## src/rtl/data_sink.sv

```systemverilog
// Multi-port consumer for {id, size} words: programmable back-pressure, in-order ID and
// size checking, completion tracking and a wrapping total-size accumulator.
module data_sink #(
    parameter int id_width_p       = 4,
    parameter int size_width_p     = 8,
    parameter int num_ports_p      = 2,
    parameter int workload_limit_p = 4,
    parameter int expected_size_p  = 0,
    parameter int accept_freq_p    = 0,
    parameter int sum_width_p      = 32,
    parameter int width_p          = id_width_p + size_width_p,
    parameter int port_width_lp    = (num_ports_p > 1) ? $clog2(num_ports_p) : 1
) (
    input  logic                           clk_i,
    input  logic                           reset_n_i,
    input  logic [num_ports_p-1:0]         v_i,
    input  logic [num_ports_p*width_p-1:0] data_i,
    output logic [num_ports_p-1:0]         ready_o,
    output logic                           done_o,
    output logic                           error_o,
    output logic [port_width_lp-1:0]       err_port_o,
    output logic [sum_width_p-1:0]         total_size_o
);

    localparam logic [size_width_p-1:0] lp_exp_size  = size_width_p'(expected_size_p);
    localparam logic [31:0]             lp_limit     = 32'(workload_limit_p);
    localparam logic [31:0]             lp_freq_last = (accept_freq_p > 0) ? 32'(accept_freq_p - 1) : 32'd0;

    logic [num_ports_p-1:0][id_width_p-1:0] r_exp_id;
    logic [num_ports_p-1:0][31:0]           r_cnt;
    logic [num_ports_p-1:0][31:0]           r_freq_ctr;
    logic [num_ports_p-1:0]                 r_fin;
    logic [num_ports_p-1:0]                 r_ready;
    logic                                   r_done;
    logic                                   r_error;
    logic [port_width_lp-1:0]               r_err_port;
    logic [sum_width_p-1:0]                 r_total;

    logic [num_ports_p-1:0][id_width_p-1:0]   w_id;
    logic [num_ports_p-1:0][size_width_p-1:0] w_size;
    logic [num_ports_p-1:0]                   w_hs;
    logic [num_ports_p-1:0]                   w_err;
    logic [num_ports_p-1:0]                   w_fin_next;
    logic [sum_width_p-1:0]                   w_sum;
    logic [port_width_lp-1:0]                 w_first_err;

    // Per-port handshake decode, checks and the single-stage sum of accepted sizes;
    // scanning from the top port down lets the lowest failing index win.
    always_comb begin
        w_id        = '0;
        w_size      = '0;
        w_hs        = '0;
        w_err       = '0;
        w_fin_next  = '0;
        w_sum       = '0;
        w_first_err = '0;
        for (int i = num_ports_p - 1; i >= 0; i--) begin
            w_id[i]       = data_i[i*width_p+size_width_p +: id_width_p];
            w_size[i]     = data_i[i*width_p +: size_width_p];
            w_hs[i]       = v_i[i] & r_ready[i];
            w_err[i]      = w_hs[i] & ((w_id[i] != r_exp_id[i]) |
                            ((expected_size_p != 0) & (w_size[i] != lp_exp_size)));
            w_fin_next[i] = r_fin[i] | (w_hs[i] & ((r_cnt[i] + 32'd1) == lp_limit));
            if (w_hs[i]) begin
                w_sum = w_sum + sum_width_p'(w_size[i]);
            end else begin
                w_sum = w_sum;
            end
            if (w_err[i]) begin
                w_first_err = port_width_lp'(i);
            end else begin
                w_first_err = w_first_err;
            end
        end
    end

    // Port state, ready pulses, completion, sticky error capture and accumulation.
    always_ff @(posedge clk_i or negedge reset_n_i) begin
        if (!reset_n_i) begin
            r_exp_id   <= '0;
            r_cnt      <= '0;
            r_freq_ctr <= '0;
            r_fin      <= '0;
            r_ready    <= '0;
            r_done     <= 1'b0;
            r_error    <= 1'b0;
            r_err_port <= '0;
            r_total    <= '0;
        end else begin
            for (int i = 0; i < num_ports_p; i++) begin
                if (w_hs[i]) begin
                    r_exp_id[i] <= r_exp_id[i] + id_width_p'(1);
                    r_cnt[i]    <= r_cnt[i] + 32'd1;
                end else begin
                    r_exp_id[i] <= r_exp_id[i];
                    r_cnt[i]    <= r_cnt[i];
                end
                // With accept_freq_p = 0 the last value is 0, so the counter idles at 0.
                if (r_freq_ctr[i] == lp_freq_last) begin
                    r_freq_ctr[i] <= 32'd0;
                end else begin
                    r_freq_ctr[i] <= r_freq_ctr[i] + 32'd1;
                end
                r_fin[i] <= w_fin_next[i];
                if (w_fin_next[i]) begin
                    r_ready[i] <= 1'b0;
                end else if (accept_freq_p == 0) begin
                    r_ready[i] <= 1'b1;
                end else begin
                    r_ready[i] <= (r_freq_ctr[i] == lp_freq_last);
                end
            end
            r_done  <= &r_fin;
            r_error <= r_error | (|w_err);
            if (!r_error && (|w_err)) begin
                r_err_port <= w_first_err;
            end else begin
                r_err_port <= r_err_port;
            end
            r_total <= r_total + w_sum;
        end
    end

    assign ready_o      = r_ready;
    assign done_o       = r_done;
    assign error_o      = r_error;
    assign err_port_o   = r_err_port;
    assign total_size_o = r_total;

endmodule

```

## config.mk

```make
export PLATFORM = sky130hd
export DESIGN_NAME = data_sink
export DESIGN_NICKNAME = d
export VERILOG_FILES = /design/src/rtl/data_sink.sv
export SDC_FILE = /design/constraint.sdc
export NUM_CORES = 1
export LEC_CHECK = 0
export ABC_CLOCK_PERIOD_IN_PS = 3950
export BUFFER_PORTS_ARGS = -buffer_cell sky130_fd_sc_hd__buf_4
export CAP_MARGIN = 10
export CORE_ASPECT_RATIO = 0.8
export CORE_MARGIN = 10
export CORE_UTILIZATION = 54
export DETAILED_ROUTE_END_ITERATION = 16
export MAX_ROUTING_LAYER = met4
export PLACE_DENSITY = 0.77
export SYNTH_ARGS = -nofsm -noshare
export SYNTH_HDL_FRONTEND = slang
export SYNTH_SLANG_ARGS = --single-unit
```

## constraint.sdc

```tcl
create_clock -name clk_i -period 3.95 [get_ports clk_i]
set_clock_uncertainty 0.15 [all_clocks]
set_input_delay 0.79 -clock clk_i [delete_from_list [all_inputs] [get_ports clk_i]]
set_output_delay 0.79 -clock clk_i [all_outputs]
set_load 0.01 [all_outputs]
```

* Word level (Yosys, flattened, before mapping) *
Index checks and enable logic that the tools add are counted.

storage, ports and cells
  bits in registers = 111
  output and inout bits = 37
  word-level logic and storage cells = 39
  input port bits = 28

cells by class
  reductions and logical operators = 4
  $add $sub $neg = 6
  multiplexer cells = 6
  equal/unequal tests = 4
  bitwise gates (word level) = 9

operator list
  cell                     count
  $add A32 B1 Y32 const B  2
  $eq A32 B3 Y1 const B    2
  $add A32 B32 Y32         1
  $mux W32                 1
  $add A8 B8 Y9            1
  $add A4 B1 Y4 const B    2
  $mux W8                  1
  $ne A4 B4 Y1             2
  $and A1 B1 Y1            6
  $mux W1                  4
  $or A1 B1 Y1             3
  $reduce_and A2 Y1        1
  $reduce_or A2 Y1         1
  $logic_and A1 B1 Y1      1
  $logic_not A1 Y1         1

* Longest topological paths before layout *
Gate-level depths: netlist of the first run.

  depth after elaboration = 5
  gate-level depth with buffers = 18
  mapped depth without buffers = 17

* Least setup slack after synthesis of the first run *
No wires, ideal clock.

  kind = input to register
  from = in data_i[12]
  to = reg r_total[25], in the netlist total_size_o[25]
  data arrival time = 4.142 ns
  required time = 3.662 ns
  stages on the path = 17
  path slack = -0.480 ns
  buffers on the path = 1
  setup time = 0.138 ns
  path through = and3_1 > ha_1 > fa_1 > maj3_1 > a32oi_1 > o21bai_1 > a21oi_1 > xor2_1 > o21ai_0 > ha_1 > nor4_1 > o21ai_0 > a41o_1 > a21oi_1 > clkbuf_1 > nor4_1 > xor2_1

between the ends
  cells in the longest elaborated chain, start to end = 4

RTL lines
  what                  line  RTL
  from (decl)           17    input logic [num_ports_p*width_p-1:0] data_i,
  $mux W8 *             64    if (w_hs[i]) begin
  $add A8 B8 Y9         65    w_sum = w_sum + sum_width_p'(w_size[i]);
  $mux W32 *            64
  $add A32 B32 Y32 *    120   r_total <= r_total + w_sum;
  to (signal assigned)  120
  to (decl)             37    logic [sum_width_p-1:0] r_total;

Mark *: on every way between the ends. The rest lies on a longest branch, timed or not.
A chain may end at the register's enable or synchronous reset.

* Worst setup path after layout of the first run *
  from = in v_i[1]
  to = reg r_total[21], in the netlist total_size_o[21]

between the ends
  cells in the longest elaborated chain, start to end = 5

RTL lines
  what                line  RTL
  from (decl)         16    input logic [num_ports_p-1:0] v_i,
  $and A1 B1 Y1 *     60    w_hs[i] = v_i[i] & r_ready[i];
  $mux W8 *           64
  $add A8 B8 Y9       65
  $mux W32 *          64
  $add A32 B32 Y32 *  120

Marks and branches as above.

==> flow_summary.rst, run 1 <==
.. list-table::
   :header-rows: 1

   * - Metric
     - Value
   * - Post-synthesis instance total
     - 705
   * - Number of synthesis warnings
     - 0
   * - Vias per cell
     - 5.98
   * - Overall global routing resource usage
     - 0.204
   * - Clk Tree Root Cell
     - sky130_fd_sc_hd__clkbuf_16
   * - Setup repair after global routing missed its margin
     - true
   * - Maxcap violations
     - 0
   * - Total iterations of the first detailed-routing run
     - 6
   * - Detailed-route wire length per cell
     - 17.8 um
   * - PortBufs
     - 64
   * - Power Dens Cells
     - 469 mW/mm2
   * - Fraction of layout cells with a size suffix above 1
     - 0.230
   * - Minimum setup slack in the final design
     - -0.0109 ns
   * - Count of flip-flops with a built-in enable after synthesis
     - 0
   * - Number of cells after detailed placement
     - about 940
   * - Critical R2R Capture
     - total_size_o[21]
   * - Number of vias after detailed routing
     - roughly 5700
   * - Overall die width
     - between 100 and 150 um
   * - Syn nets
     - 756
   * - Worst min-delay path class
     - reg -> reg
   * - # diodes
     - 0
   * - Minimum period implied by the final worst setup slack
     - 3.96 ns
   * - Worst Path Class, Setup
     - in -> reg
   * - GR met2 Demand/Resource
     - 0.338
   * - Final WL
     - between 15000 and 20000 um
   * - Cell at the slowest stage of the critical path
     - sky130_fd_sc_hd__fa_2
   * - # setup viols final
     - 5
   * - Most common flop cell mapped by yosys
     - sky130_fd_sc_hd__dfrtp_1
   * - Largest net degree at the start of global routing
     - 67
   * - Min-Delay Endpoint
     - ready_o[0]
   * - Worst slew pin tran
     - 1.20 ns
   * - Post-DP HPWL
     - 12600 um
   * - Area of the mapped netlist
     - 0.00680 mm2
   * - Row Count
     - 36
   * - Largest cells by area after synthesis
     - sky130_fd_sc_hd__dfrtp_1, sky130_fd_sc_hd__xnor2_1, sky130_fd_sc_hd__xor2_1
   * - Synthesized area divided by synthesized cell count
     - slightly below 10 um2
   * - Worst IR drop on VDD
     - 0.000407 V
   * - Outcome
     - complete, but fails checks
   * - Detailed Route Iter0 Violations
     - 374
   * - Hold violation total from the final report
     - 0
   * - Number of non-filler instances in the completed layout
     - between 900 and 1000
   * - Layout overhead on the synthesized area
     - 21.8%
   * - Violations in the final reports
     - negative setup slack
   * - Seq/Total Area, Yosys
     - 0.408
   * - Maximum count of clock buffers along a single path
     - 2
   * - Fin nets
     - around 830
   * - Total clock buffers created by CTS
     - 9
   * - Synthesis-stage register bit count
     - around 110
   * - Worst hold margin
     - 0.326 ns
   * - Die H
     - about 120 um
   * - Depth of the worst register-to-register path
     - 16
   * - Startpoint of the worst-slack reg-to-reg timing path
     - ready_o[1]
   * - Hold Crit Start
     - r_fin[0]
   * - Final Cycle Share
     - 1.00
   * - Asr flop ratio synth
     - 1.00
   * - Met1 layer usage reported by global route
     - 0.258
   * - Number of buffers added to fix hold violations after cts
     - 0
   * - Largest fanout of any net on the critical path
     - 6
   * - Post-synthesis cell type with the largest combined area
     - sky130_fd_sc_hd__dfrtp_1
   * - Insertion delay of the later-clocked pin in the worst-skew pair
     - approximately 0.37 ns
   * - Worst hold path cell count
     - 1
   * - Max-slew violation count
     - 0
   * - Critical path arrival
     - approximately 4 ns
   * - Leading cell type in the layout, fill and taps excluded
     - sky130_fd_sc_hd__dfrtp_1
   * - Leakage power total
     - 3.79 nW
   * - Count of H-tree levels built during CTS
     - 3
   * - Kind of start point of the critical path
     - primary input
   * - Residual DRC count
     - 0
   * - End-of-flow core utilization
     - 0.677
   * - TritonCTS clock tree
     - built
   * - Reg-to-reg setup timing slack
     - 0.03 ns
   * - Crit path max-delay family
     - adder cells
   * - Cell-by-cell listing of the critical path
     - buf_8, and3_4, ha_4, fa_2, maj3_2, a32oi_2, buf_4, xnor2_1, o21ai_0, ha_1, nor4_2, o21ai_1, a41o_1, a21oi_4, clkbuf_16, nor3_2, xor2_1
   * - Clk sinks
     - 111
   * - Top library cells by usage in the layout, fill and taps aside
     - sky130_fd_sc_hd__dfrtp_1, sky130_fd_sc_hd__buf_4, sky130_fd_sc_hd__xnor2_1
   * - Met3 Usage GRT
     - 0.0343
   * - RD Place Congestion
     - 0.917
   * - Required time of the worst setup path
     - 4.05 ns
   * - DRT antenna net count
     - 0
   * - Synth top area share
     - 0.408
   * - Highest-utilization routing layer at the global route stage
     - met2
   * - Unique cell type count in the Yosys netlist
     - roughly 70
   * - CP Buf/Inv Count
     - 3
   * - Slew margin rel.
     - 0.201
   * - Nature of the critical path endpoint
     - flip-flop
   * - Core Footprint
     - 0.0123 mm2
   * - Maximum operating frequency
     - 252 MHz
   * - Initial cell density of the core
     - 0.555
   * - Global-route wire length before repair
     - about 29000 um
   * - Clock transition at the register clock pins on the worst setup and hold paths after CTS
     - 0.09 ns
   * - Die area
     - 0.0175 mm2
   * - Vias in the first global route
     - 5745
   * - Count of pins on the block boundary
     - 65
   * - Congestion Overflow GR
     - 0
   * - Initial antenna violation count
     - 0
   * - Maximum single-stage delay on the critical path
     - 0.37 ns
==> worst reg2reg max path: cells and delay by family (launching register included) <==
family / cells / cell delay (ns)
xor+xnor: 2 / 0.28
flops: 1 / 0.45
buf+inv: 3 / 0.49
compound gates: 5 / 0.94
fa+ha+maj: 3 / 0.98
simple gates: 3 / 0.51
==> cell families (layout without fill, tap and decap cells) <==
kind of cell               after synthesis  after routing  share of synthesized area
xor gates and xnor gates               124            124                      0.160
buffers and inverters                   43            125                     0.0267
adders and majority gates               24             24                     0.0460
and+or+nand+nor                        311            311                      0.262
muxes                                    9              9                     0.0140
AOI/OAI and AO/OA                       83             83                     0.0839
DFF                                    111            111                      0.408
==> state kept, by name (all words and copies together), names as in the netlist <==
register,flops
r_cnt,64
total_size_o,32
r_exp_id,8
r_fin,2
ready_o,2
done_o,1
err_port_o,1
error_o,1
==> cells in the mapped netlist, types with 3 or more instances <==
master                     count
sky130_fd_sc_hd__nor4_2        5
sky130_fd_sc_hd__dfrtp_1     111
sky130_fd_sc_hd__mux2i_1       5
sky130_fd_sc_hd__or3_1         5
sky130_fd_sc_hd__nor2b_1       3
sky130_fd_sc_hd__buf_1         3
sky130_fd_sc_hd__nor2_1       41
sky130_fd_sc_hd__a31oi_1       3
sky130_fd_sc_hd__ha_1         21
sky130_fd_sc_hd__a21oi_1      20
sky130_fd_sc_hd__nand2_1      67
sky130_fd_sc_hd__buf_2        12
sky130_fd_sc_hd__nor3_1       22
sky130_fd_sc_hd__o211ai_1      3
sky130_fd_sc_hd__a41oi_1       4
sky130_fd_sc_hd__nor2_2        3
sky130_fd_sc_hd__inv_1        13
sky130_fd_sc_hd__nor4_1       12
sky130_fd_sc_hd__nand4_1      38
sky130_fd_sc_hd__nor4b_1       6
sky130_fd_sc_hd__xor2_1       46
sky130_fd_sc_hd__o21ai_0      19
sky130_fd_sc_hd__or2_2         3
sky130_fd_sc_hd__mux2_2        3
sky130_fd_sc_hd__and2_1       10
sky130_fd_sc_hd__clkbuf_1     13
sky130_fd_sc_hd__nand3_1      43
sky130_fd_sc_hd__nand2b_1      6
sky130_fd_sc_hd__xnor2_1      78
sky130_fd_sc_hd__and4_1        5
sky130_fd_sc_hd__and3_1       17
sky130_fd_sc_hd__a41o_1        4
sky130_fd_sc_hd__o21bai_1      4
sky130_fd_sc_hd__a21o_1        4
sky130_fd_sc_hd__nor3b_1       6
==> worst max path at each step <==
stage / from / endpoint / slack, ns / cells past startpoint
finish: v_i[1] / total_size_o[21] / -0.01 / 17
detailed placement: v_i[1] / total_size_o[17] / -0.60 / 18
CTS: v_i[1] / total_size_o[15] / -0.07 / 18
floorplan: data_i[12] / total_size_o[31] / -0.17 / 17
global route: v_i[1] / total_size_o[17] / -0.20 / 18
global placement: v_i[1] / total_size_o[17] / -0.41 / 18
==> where the power goes <==
group / internal (mW) / switching (mW)
clock network: 0.467 / 0.497
registers: 1.32 / 0.263
logic: 0.701 / 0.641
==> metrics by stage <==
step	cell area, um2	setup TNS [ns]	setup WS [ns]	power [mW]
finish	8290	-0.0334	-0.0109	3.89
global route	8290	-2.69	-0.200	4.12
CTS	8210	-0.388	-0.0748	3.83
detailed placement	7790	-11.30	-0.599	2.79
global placement	7790	-8.28	-0.413	2.73
floorplan	7030	-2.43	-0.173	2.31
==> routing by layer <==
| metal | up-vias | part of all wire |
|---|---|---|
| met2 | 165 | 0.49 |
| met1 | 2845 | 0.46 |
| met5 | - | 0 |
| li1 | 2689 | - |
| met3 | 29 | 0.040 |
| met4 | 0 | 0.014 |
==> repair_timing <==
action                                  in CTS  in global routing
pin swaps                                    8                 12
gates cloned                                 1                  0
endpoints found under the setup margin      22                 23
buffers inserted                             2                  3
resized for setup                           11                 13
==> layout make-up <==
type | instances | area, um2
Sequential cell | 111 | 2780
Inverter | 13 | 48.8
Clock buffer | 9 | 225
Tap cell | 171 | 214
Fill cell | 903 | 3960
Clock inverter | 7 | 98.8
Multi-Input combinational cell | 551 | 4140
Timing Repair Buffer | 96 | 782
No activity file was read; power rests on OpenSTA's default activity.
==> inputs of run 2 (changes only) <==
--- a/config.mk
+++ b/config.mk
@@ -10,10 +10,9 @@
 export CAP_MARGIN = 10
 export CORE_ASPECT_RATIO = 0.8
 export CORE_MARGIN = 10
-export CORE_UTILIZATION = 54
+export CORE_UTILIZATION = 29
 export DETAILED_ROUTE_END_ITERATION = 16
 export MAX_ROUTING_LAYER = met4
-export PLACE_DENSITY = 0.77
 export SYNTH_ARGS = -nofsm -noshare
 export SYNTH_HDL_FRONTEND = slang
 export SYNTH_SLANG_ARGS = --single-unit
==> flow_summary.rst, run 2 (synthesis gave the netlist of run 1 again) <==
.. list-table::
   :header-rows: 1

   * - Metric
     - Value
   * - Outcome
     - complete, but fails checks (unchanged)
   * - Violations in the final reports
     - negative setup slack (unchanged)
   * - Core Footprint
     - 0.0233 mm2 (was 0.0123 mm2)
   * - Total clock buffers created by CTS
     - 9 (unchanged)
   * - Number of flip-flops in the largest register
     - 64 (unchanged)
   * - Final non-filler cell area
     - 0.00845 mm2 (was 0.00829 mm2)
   * - # diodes
     - 0 (unchanged)
   * - Max-slew violation count
     - 0 (unchanged)
   * - Leading cell type in the layout, fill and taps excluded
     - sky130_fd_sc_hd__dfrtp_1 (unchanged)
   * - Final WL
     - 17200 um (was 17100 um)
   * - PortBufs
     - 64 (unchanged)
   * - Row Count
     - 50 (was 36)
   * - Setup repair after global routing missed its margin
     - true (unchanged)
   * - RD Place Congestion
     - 0.842 (was 0.917)
   * - Largest net degree at the start of global routing
     - 59 (was 67)
   * - Reg-to-reg setup timing slack
     - 0.10 ns (was 0.03 ns)
   * - Number of stages on the worst setup path
     - 19 (was 17)
   * - Final Cycle Share
     - 1.01 (was 1.00)
   * - Initial antenna violation count
     - 0 (unchanged)
   * - # setup viols final
     - 10 (was 5)
   * - Critical path arrival
     - 4.07 ns (was 4.06 ns)
   * - Fin nets
     - 833 (unchanged)
   * - Startpoint of the worst-slack reg-to-reg timing path
     - ready_o[1] (unchanged)
   * - Global-route wire length before repair
     - 28600 um (was 29200 um)
   * - Critical R2R Capture
     - total_size_o[27] (was total_size_o[21])
   * - Congestion Overflow GR
     - 0 (unchanged)
   * - Clock transition at the register clock pins on the worst setup and hold paths after CTS
     - 0.07 ns (was 0.09 ns)
   * - Worst slew pin tran
     - 0.804 ns (was 1.20 ns)
   * - Die H
     - 157 um (was 120 um)
   * - Detailed-route wire length per cell
     - 15.7 um (was 17.8 um)
   * - Worst min-delay path class
     - reg -> reg (unchanged)
   * - Initial cell density of the core
     - 0.292 (was 0.555)
   * - Insertion delay of the later-clocked pin in the worst-skew pair
     - 0.35 ns (was 0.37 ns)
   * - Fraction of layout cells with a size suffix above 1
     - 0.225 (was 0.230)
   * - Cell at the slowest stage of the critical path
     - sky130_fd_sc_hd__fa_2 (unchanged)
   * - Nature of the critical path endpoint
     - flip-flop (unchanged)
   * - Minimum period implied by the final worst setup slack
     - 3.99 ns (was 3.96 ns)
   * - Power Dens Cells
     - 447 mW/mm2 (was 469 mW/mm2)
   * - Maximum single-stage delay on the critical path
     - 0.35 ns (was 0.37 ns)
   * - Depth of the worst register-to-register path
     - 18 (was 16)
   * - Top library cells by usage in the layout, fill and taps aside
     - sky130_fd_sc_hd__dfrtp_1, sky130_fd_sc_hd__buf_4, sky130_fd_sc_hd__xnor2_1 (unchanged)
   * - Minimum setup slack in the final design
     - -0.0371 ns (was -0.0109 ns)
   * - Kind of start point of the critical path
     - primary input (unchanged)
   * - Count of pins on the block boundary
     - 65 (unchanged)
   * - DRT antenna net count
     - 0 (unchanged)
   * - TritonCTS clock tree
     - built (unchanged)
   * - CP Buf/Inv Count
     - 3 (unchanged)
   * - Worst-case setup slack after placement
     - -0.481 ns (was -0.599 ns)
   * - Layout overhead on the synthesized area
     - 24.2% (was 21.8%)
   * - Slew margin rel.
     - 0.463 (was 0.201)
   * - Overall die width
     - 191 um (was 146 um)
   * - Most flop-heavy register
     - r_cnt (unchanged)
   * - Leakage power total
     - 3.78 nW (was 3.79 nW)
   * - Crit path max-delay family
     - compound AO/OA/AOI/OAI gates (was adder cells)
   * - Detailed Route Iter0 Violations
     - 347 (was 374)
   * - Standard cell area after detailed placement
     - 0.00799 mm2 (was 0.00779 mm2)
   * - End-of-flow core utilization
     - 0.363 (was 0.677)
   * - Cell-by-cell listing of the critical path
     - buf_6, and3_4, ha_4, fa_2, maj3_2, a32oi_2, o21bai_1, a21oi_2, xor2_1, o21ai_1, ha_2, buf_6, nor3_4, nand2_1, a41o_1, a21oi_4, clkbuf_16, nor4_4, xor2_1 (was buf_8, and3_4, ha_4, fa_2, maj3_2, a32oi_2, buf_4, xnor2_1, o21ai_0, ha_1, nor4_2, o21ai_1, a41o_1, a21oi_4, clkbuf_16, nor3_2, xor2_1)
   * - Clk sinks
     - 111 (unchanged)
   * - Maximum operating frequency
     - 251 MHz (was 252 MHz)
   * - Largest fanout of any net on the critical path
     - 6 (unchanged)
   * - Die area
     - 0.0300 mm2 (was 0.0175 mm2)
   * - Vias in the first global route
     - 5357 (was 5745)
   * - Worst IR drop on VDD
     - 0.000222 V (was 0.000407 V)
   * - Setup TNS
     - -0.225 ns (was -0.0334 ns)
   * - Post-DP HPWL
     - 12600 um (about the same)
   * - Count of H-tree levels built during CTS
     - 3 (unchanged)
   * - Overall global routing resource usage
     - 0.121 (was 0.204)
   * - Vias per cell
     - 4.96 (was 5.98)
   * - Residual DRC count
     - 0 (unchanged)
   * - Timing startpoint of the critical path
     - data_i[12] (was v_i[1])
   * - Required time of the worst setup path
     - 4.03 ns (was 4.05 ns)
   * - Total iterations of the first detailed-routing run
     - 5 (was 6)
   * - Filler instances
     - 2360 (was 903)
   * - Maxcap violations
     - 0 (unchanged)
   * - Critical Path End
     - total_size_o[27] (was total_size_o[21])
   * - Number of buffers added to fix hold violations after cts
     - 0 (unchanged)
   * - Number of vias after detailed routing
     - 5449 (was 5728)
   * - Clk Tree Root Cell
     - sky130_fd_sc_hd__clkbuf_16 (unchanged)
   * - Maximum count of clock buffers along a single path
     - 2 (unchanged)
   * - Hold violation total from the final report
     - 0 (unchanged)
   * - Worst Path Class, Setup
     - in -> reg (unchanged)
-- run 2: changes by cell type in the layout (fill, tap and decap cells not counted), moves of 2 or more --
| cell | previous run | this run |
|---|---|---|
| sky130_fd_sc_hd__clkbuf_8 | 0 | 3 |
| sky130_fd_sc_hd__inv_12 | 2 | 0 |
| sky130_fd_sc_hd__inv_6 | 2 | 0 |
| sky130_fd_sc_hd__nor3_2 | 6 | 4 |
| sky130_fd_sc_hd__nor3_4 | 2 | 4 |
| sky130_fd_sc_hd__clkinv_8 | 3 | 0 |
| sky130_fd_sc_hd__clkbuf_1 | 0 | 3 |
-- run 2: power breakdown --
| part | switching [mW] | total (mW) | leakage, nW | internal [mW] |
|---|---|---|---|---|
| Clock | 0.406 | 0.884 | 0.136 | 0.478 |
| Combinational | 0.627 | 1.32 | 2.19 | 0.696 |
| Sequential | 0.249 | 1.57 | 1.45 | 1.32 |
-- run 2: cell type report --
| class | count | area [um2] | area share |
|---|---|---|---|
| Clock buffer | 15 | 278 | 0.0329 |
| Tap cell | 312 | 390 | 0.0462 |
| Timing Repair Buffer | 96 | 791 | 0.0936 |
| Inverter | 13 | 48.8 | 0.00578 |
| Multi-Input combinational cell | 551 | 4160 | 0.493 |
| Sequential cell | 111 | 2780 | 0.329 |
-- run 2: worst min-delay path by stage --
stage	start	end	depth (start not counted)
4_1_cts	r_fin[0]	ready_o[0]	1
2_1_floorplan	r_fin[0]	ready_o[0]	1
3_5_place_dp	r_fin[0]	ready_o[0]	1
3_3_place_gp	r_fin[0]	ready_o[0]	1
6_report	r_fin[0]	ready_o[0]	1
5_1_grt	r_fin[1]	ready_o[1]	1
-- run 2: stage by stage --
| stage | hold WS, ns | std cells | total power [mW] |
|---|---|---|---|
| after floorplan | 0.265 | 705 | 2.31 |
| after global placement | 0.276 | 1078 | 2.76 |
| after detailed placement | 0.301 | 1078 | 2.79 |
| after CTS | 0.304 | 1096 | 3.79 |
| after global routing | 0.344 | 1098 | 4.04 |
| final | 0.306 | 1098 | 3.78 |
-- run 2: timing repair --
action,CTS,global route
endpoints found under the setup margin,22,23
resized for setup,16,9
pin swaps,14,7
setup buffers,3,2
cloned,1,0
-- run 2: worst register-to-register path: cells and delay by family, from the launching register on --
family                     cells  cell delay [ns]
AOI/OAI and AO/OA              6             1.07
DFF                            1             0.41
xor gates and xnor gates       2             0.31
adders and majority gates      4             1.01
buffers and inverters          2             0.33
and+or+nand+nor                4             0.42
-- run 2: routing by layer --
metal  GRT usage  part of all wire  vias to the layer above
li1            -                 -                     2677
met1       0.166              0.50                     2666
met2       0.175              0.44                       94
met3      0.0279             0.042                       12
met4      0.0290            0.0099                        0
met5           -                 0                        -
==> inputs of run 3 (changes only) <==
--- a/config.mk
+++ b/config.mk
@@ -12,7 +12,6 @@
 export CORE_MARGIN = 10
 export CORE_UTILIZATION = 29
 export DETAILED_ROUTE_END_ITERATION = 16
-export MAX_ROUTING_LAYER = met4
 export SYNTH_ARGS = -nofsm -noshare
 export SYNTH_HDL_FRONTEND = slang
 export SYNTH_SLANG_ARGS = --single-unit
==> flow_summary.rst, run 3 (synthesis gave the netlist of run 1 again) <==
.. list-table::
   :header-rows: 1

   * - Metric
     - Value
   * - Die H
     - 157 um (unchanged)
   * - Count of H-tree levels built during CTS
     - 3 (unchanged)
   * - Residual DRC count
     - 0 (unchanged)
   * - Final WL
     - 17200 um (about the same)
   * - RD Place Congestion
     - 0.829 (was 0.842)
   * - Number of cells after detailed placement
     - 1078 (unchanged)
   * - Setup TNS
     - -0.248 ns (was -0.225 ns)
   * - Minimum period implied by the final worst setup slack
     - 3.99 ns (about the same)
   * - Final Cycle Share
     - 1.01 (about the same)
   * - Die area
     - 0.0300 mm2 (unchanged)
   * - Worst slew pin tran
     - 0.802 ns (was 0.804 ns)
   * - Startpoint of the worst-slack reg-to-reg timing path
     - ready_o[1] (unchanged)
   * - Crit path max-delay family
     - compound AO/OA/AOI/OAI gates (unchanged)
   * - Number of flip-flops in the largest register
     - 64 (unchanged)
   * - Routed length on met1
     - 8630 um (was 8650 um)
   * - Overall die width
     - 191 um (unchanged)
   * - Required time of the worst setup path
     - 4.03 ns (about the same)
   * - Post-DP HPWL
     - 12600 um (unchanged)
   * - Critical path arrival
     - 4.07 ns (about the same)
   * - TritonCTS clock tree
     - built (unchanged)
   * - # diodes
     - 0 (unchanged)
   * - Fin nets
     - 833 (unchanged)
   * - Register cell area after layout
     - 0.00278 mm2 (unchanged)
   * - Leakage power total
     - 3.78 nW (unchanged)
   * - Most flop-heavy register
     - r_cnt (unchanged)
   * - Vias per cell
     - 4.97 (was 4.96)
   * - Core Footprint
     - 0.0233 mm2 (unchanged)
   * - Metal2 WL
     - 7600 um (was 7650 um)
   * - Setup repair after global routing missed its margin
     - true (unchanged)
   * - Vias in the first global route
     - 5358 (was 5357)
   * - Slew margin rel.
     - 0.464 (was 0.463)
   * - Maxcap violations
     - 0 (unchanged)
   * - CP Buf/Inv Count
     - 3 (unchanged)
   * - Top library cells by usage in the layout, fill and taps aside
     - sky130_fd_sc_hd__dfrtp_1, sky130_fd_sc_hd__buf_4, sky130_fd_sc_hd__xnor2_1 (unchanged)
   * - Leading cell type in the layout, fill and taps excluded
     - sky130_fd_sc_hd__dfrtp_1 (unchanged)
   * - Topmost layer with routed signal wires
     - met4 (unchanged)
   * - Worst Path Class, Setup
     - in -> reg (unchanged)
   * - Kind of start point of the critical path
     - primary input (unchanged)
   * - Detailed-route wire length per cell
     - 15.6 um (was 15.7 um)
   * - Initial antenna violation count
     - 0 (unchanged)
   * - Largest fanout of any net on the critical path
     - 6 (unchanged)
   * - Clk Tree Root Cell
     - sky130_fd_sc_hd__clkbuf_16 (unchanged)
   * - Cell at the slowest stage of the critical path
     - sky130_fd_sc_hd__fa_2 (unchanged)
   * - Metal3 WL
     - 772 um (was 716 um)
   * - Nature of the critical path endpoint
     - flip-flop (unchanged)
   * - Global-route wire length before repair
     - 28600 um (about the same)
   * - Area taken by multi-input logic gates
     - 0.00416 mm2 (unchanged)
   * - Total iterations of the first detailed-routing run
     - 7 (was 5)
   * - Max-slew violation count
     - 0 (unchanged)
   * - Insertion delay of the later-clocked pin in the worst-skew pair
     - 0.35 ns (about the same)
   * - Worst min-delay path class
     - reg -> reg (unchanged)
   * - Number of vias after detailed routing
     - 5453 (was 5449)
   * - Maximum operating frequency
     - 251 MHz (about the same)
   * - Clk sinks
     - 111 (unchanged)
   * - Number of buffers added to fix hold violations after cts
     - 0 (unchanged)
   * - Number of non-filler instances in the completed layout
     - 1098 (unchanged)
   * - Hold Crit Start
     - r_fin[0] (unchanged)
   * - Overall global routing resource usage
     - 0.117 (was 0.121)
   * - Minimum setup slack in the final design
     - -0.0390 ns (was -0.0371 ns)
   * - Outcome
     - complete, but fails checks (unchanged)
   * - PortBufs
     - 64 (unchanged)
   * - Maximum count of clock buffers along a single path
     - 2 (unchanged)
   * - DRT antenna net count
     - 0 (unchanged)
   * - Total power draw
     - 3.78 mW (about the same)
   * - Violations in the final reports
     - negative setup slack (unchanged)
   * - Clock transition at the register clock pins on the worst setup and hold paths after CTS
     - 0.07 ns (about the same)
   * - Row Count
     - 50 (unchanged)
   * - Timing startpoint of the critical path
     - data_i[12] (unchanged)
   * - Largest net degree at the start of global routing
     - 59 (unchanged)
   * - Count of pins on the block boundary
     - 65 (unchanged)
   * - Fraction of layout cells with a size suffix above 1
     - 0.225 (unchanged)
   * - Initial cell density of the core
     - 0.292 (unchanged)
   * - Total clock buffers created by CTS
     - 9 (unchanged)
   * - Filler instances
     - 2360 (unchanged)
   * - Hold violation total from the final report
     - 0 (unchanged)
   * - Worst hold margin
     - 0.306 ns (about the same)
   * - End-of-flow core utilization
     - 0.363 (unchanged)
   * - Cell-by-cell listing of the critical path
     - buf_6, and3_4, ha_4, fa_2, maj3_2, a32oi_2, o21bai_1, a21oi_2, xor2_1, o21ai_1, ha_2, buf_6, nor3_4, nand2_1, a41o_1, a21oi_4, clkbuf_16, nor4_4, xor2_1 (unchanged)
   * - Worst IR drop on VDD
     - 0.000222 V (about the same)
   * - Layout overhead on the synthesized area
     - 24.2% (unchanged)
   * - Maximum single-stage delay on the critical path
     - 0.35 ns (about the same)
   * - Power Dens Cells
     - 447 mW/mm2 (about the same)
   * - Detailed Route Iter0 Violations
     - 335 (was 347)
   * - Congestion Overflow GR
     - 0 (unchanged)
   * - # setup viols final
     - 10 (unchanged)
[run 3: cell counts in the layout (fill, tap and decap cells not counted)]
No cell type changed its count.
[run 3: repair_timing]
item,in CTS,in global routing
cloned,1,0
gates resized for setup,16,9
endpoints found under the setup margin,22,23
pin swaps,14,7
setup buffers,3,2
[run 3: path summary, 6_finish.rpt]
path                               endpoint  slack [ns]  cells after the start
min in group asynchronous         r_cnt[53]        0.35                      1
hold reg to reg                  ready_o[0]        0.31                      1
hold / removal                   ready_o[0]        0.31                      1
setup / recovery           total_size_o[27]       -0.04                     19
setup reg to reg           total_size_o[27]        0.09                     18
max in group asynchronous         r_cnt[23]        2.52                      2
[run 3: power by group]
| group | switching, mW | internal (mW) | total (mW) |
|---|---|---|---|
| registers | 0.249 | 1.32 | 1.57 |
| clock network | 0.404 | 0.478 | 0.883 |
| logic | 0.627 | 0.696 | 1.32 |
[run 3: final cells by class]
type / instances / share of cell area
inverter: 13 / 0.00578
tap: 312 / 0.0462
timing repair buffer: 96 / 0.0936
clock buffer: 15 / 0.0329
multi-input combinational: 551 / 0.493
sequential: 111 / 0.329
[run 3: through the flow]
| step | area (um2) | worst slack (ns) |
|---|---|---|
| after floorplan | 7030 | -0.173 |
| after global routing | 8450 | -0.217 |
| final | 8450 | -0.0390 |
| after CTS | 8390 | -0.0372 |
| after global placement | 7990 | -0.444 |
| after detailed placement | 7990 | -0.481 |
[run 3: metal layers]
layer	global-route usage	up-vias
li1	-	2682
met1	0.166	2652
met2	0.175	105
met3	0.0270	14
met4	0.0290	0
met5	0	-
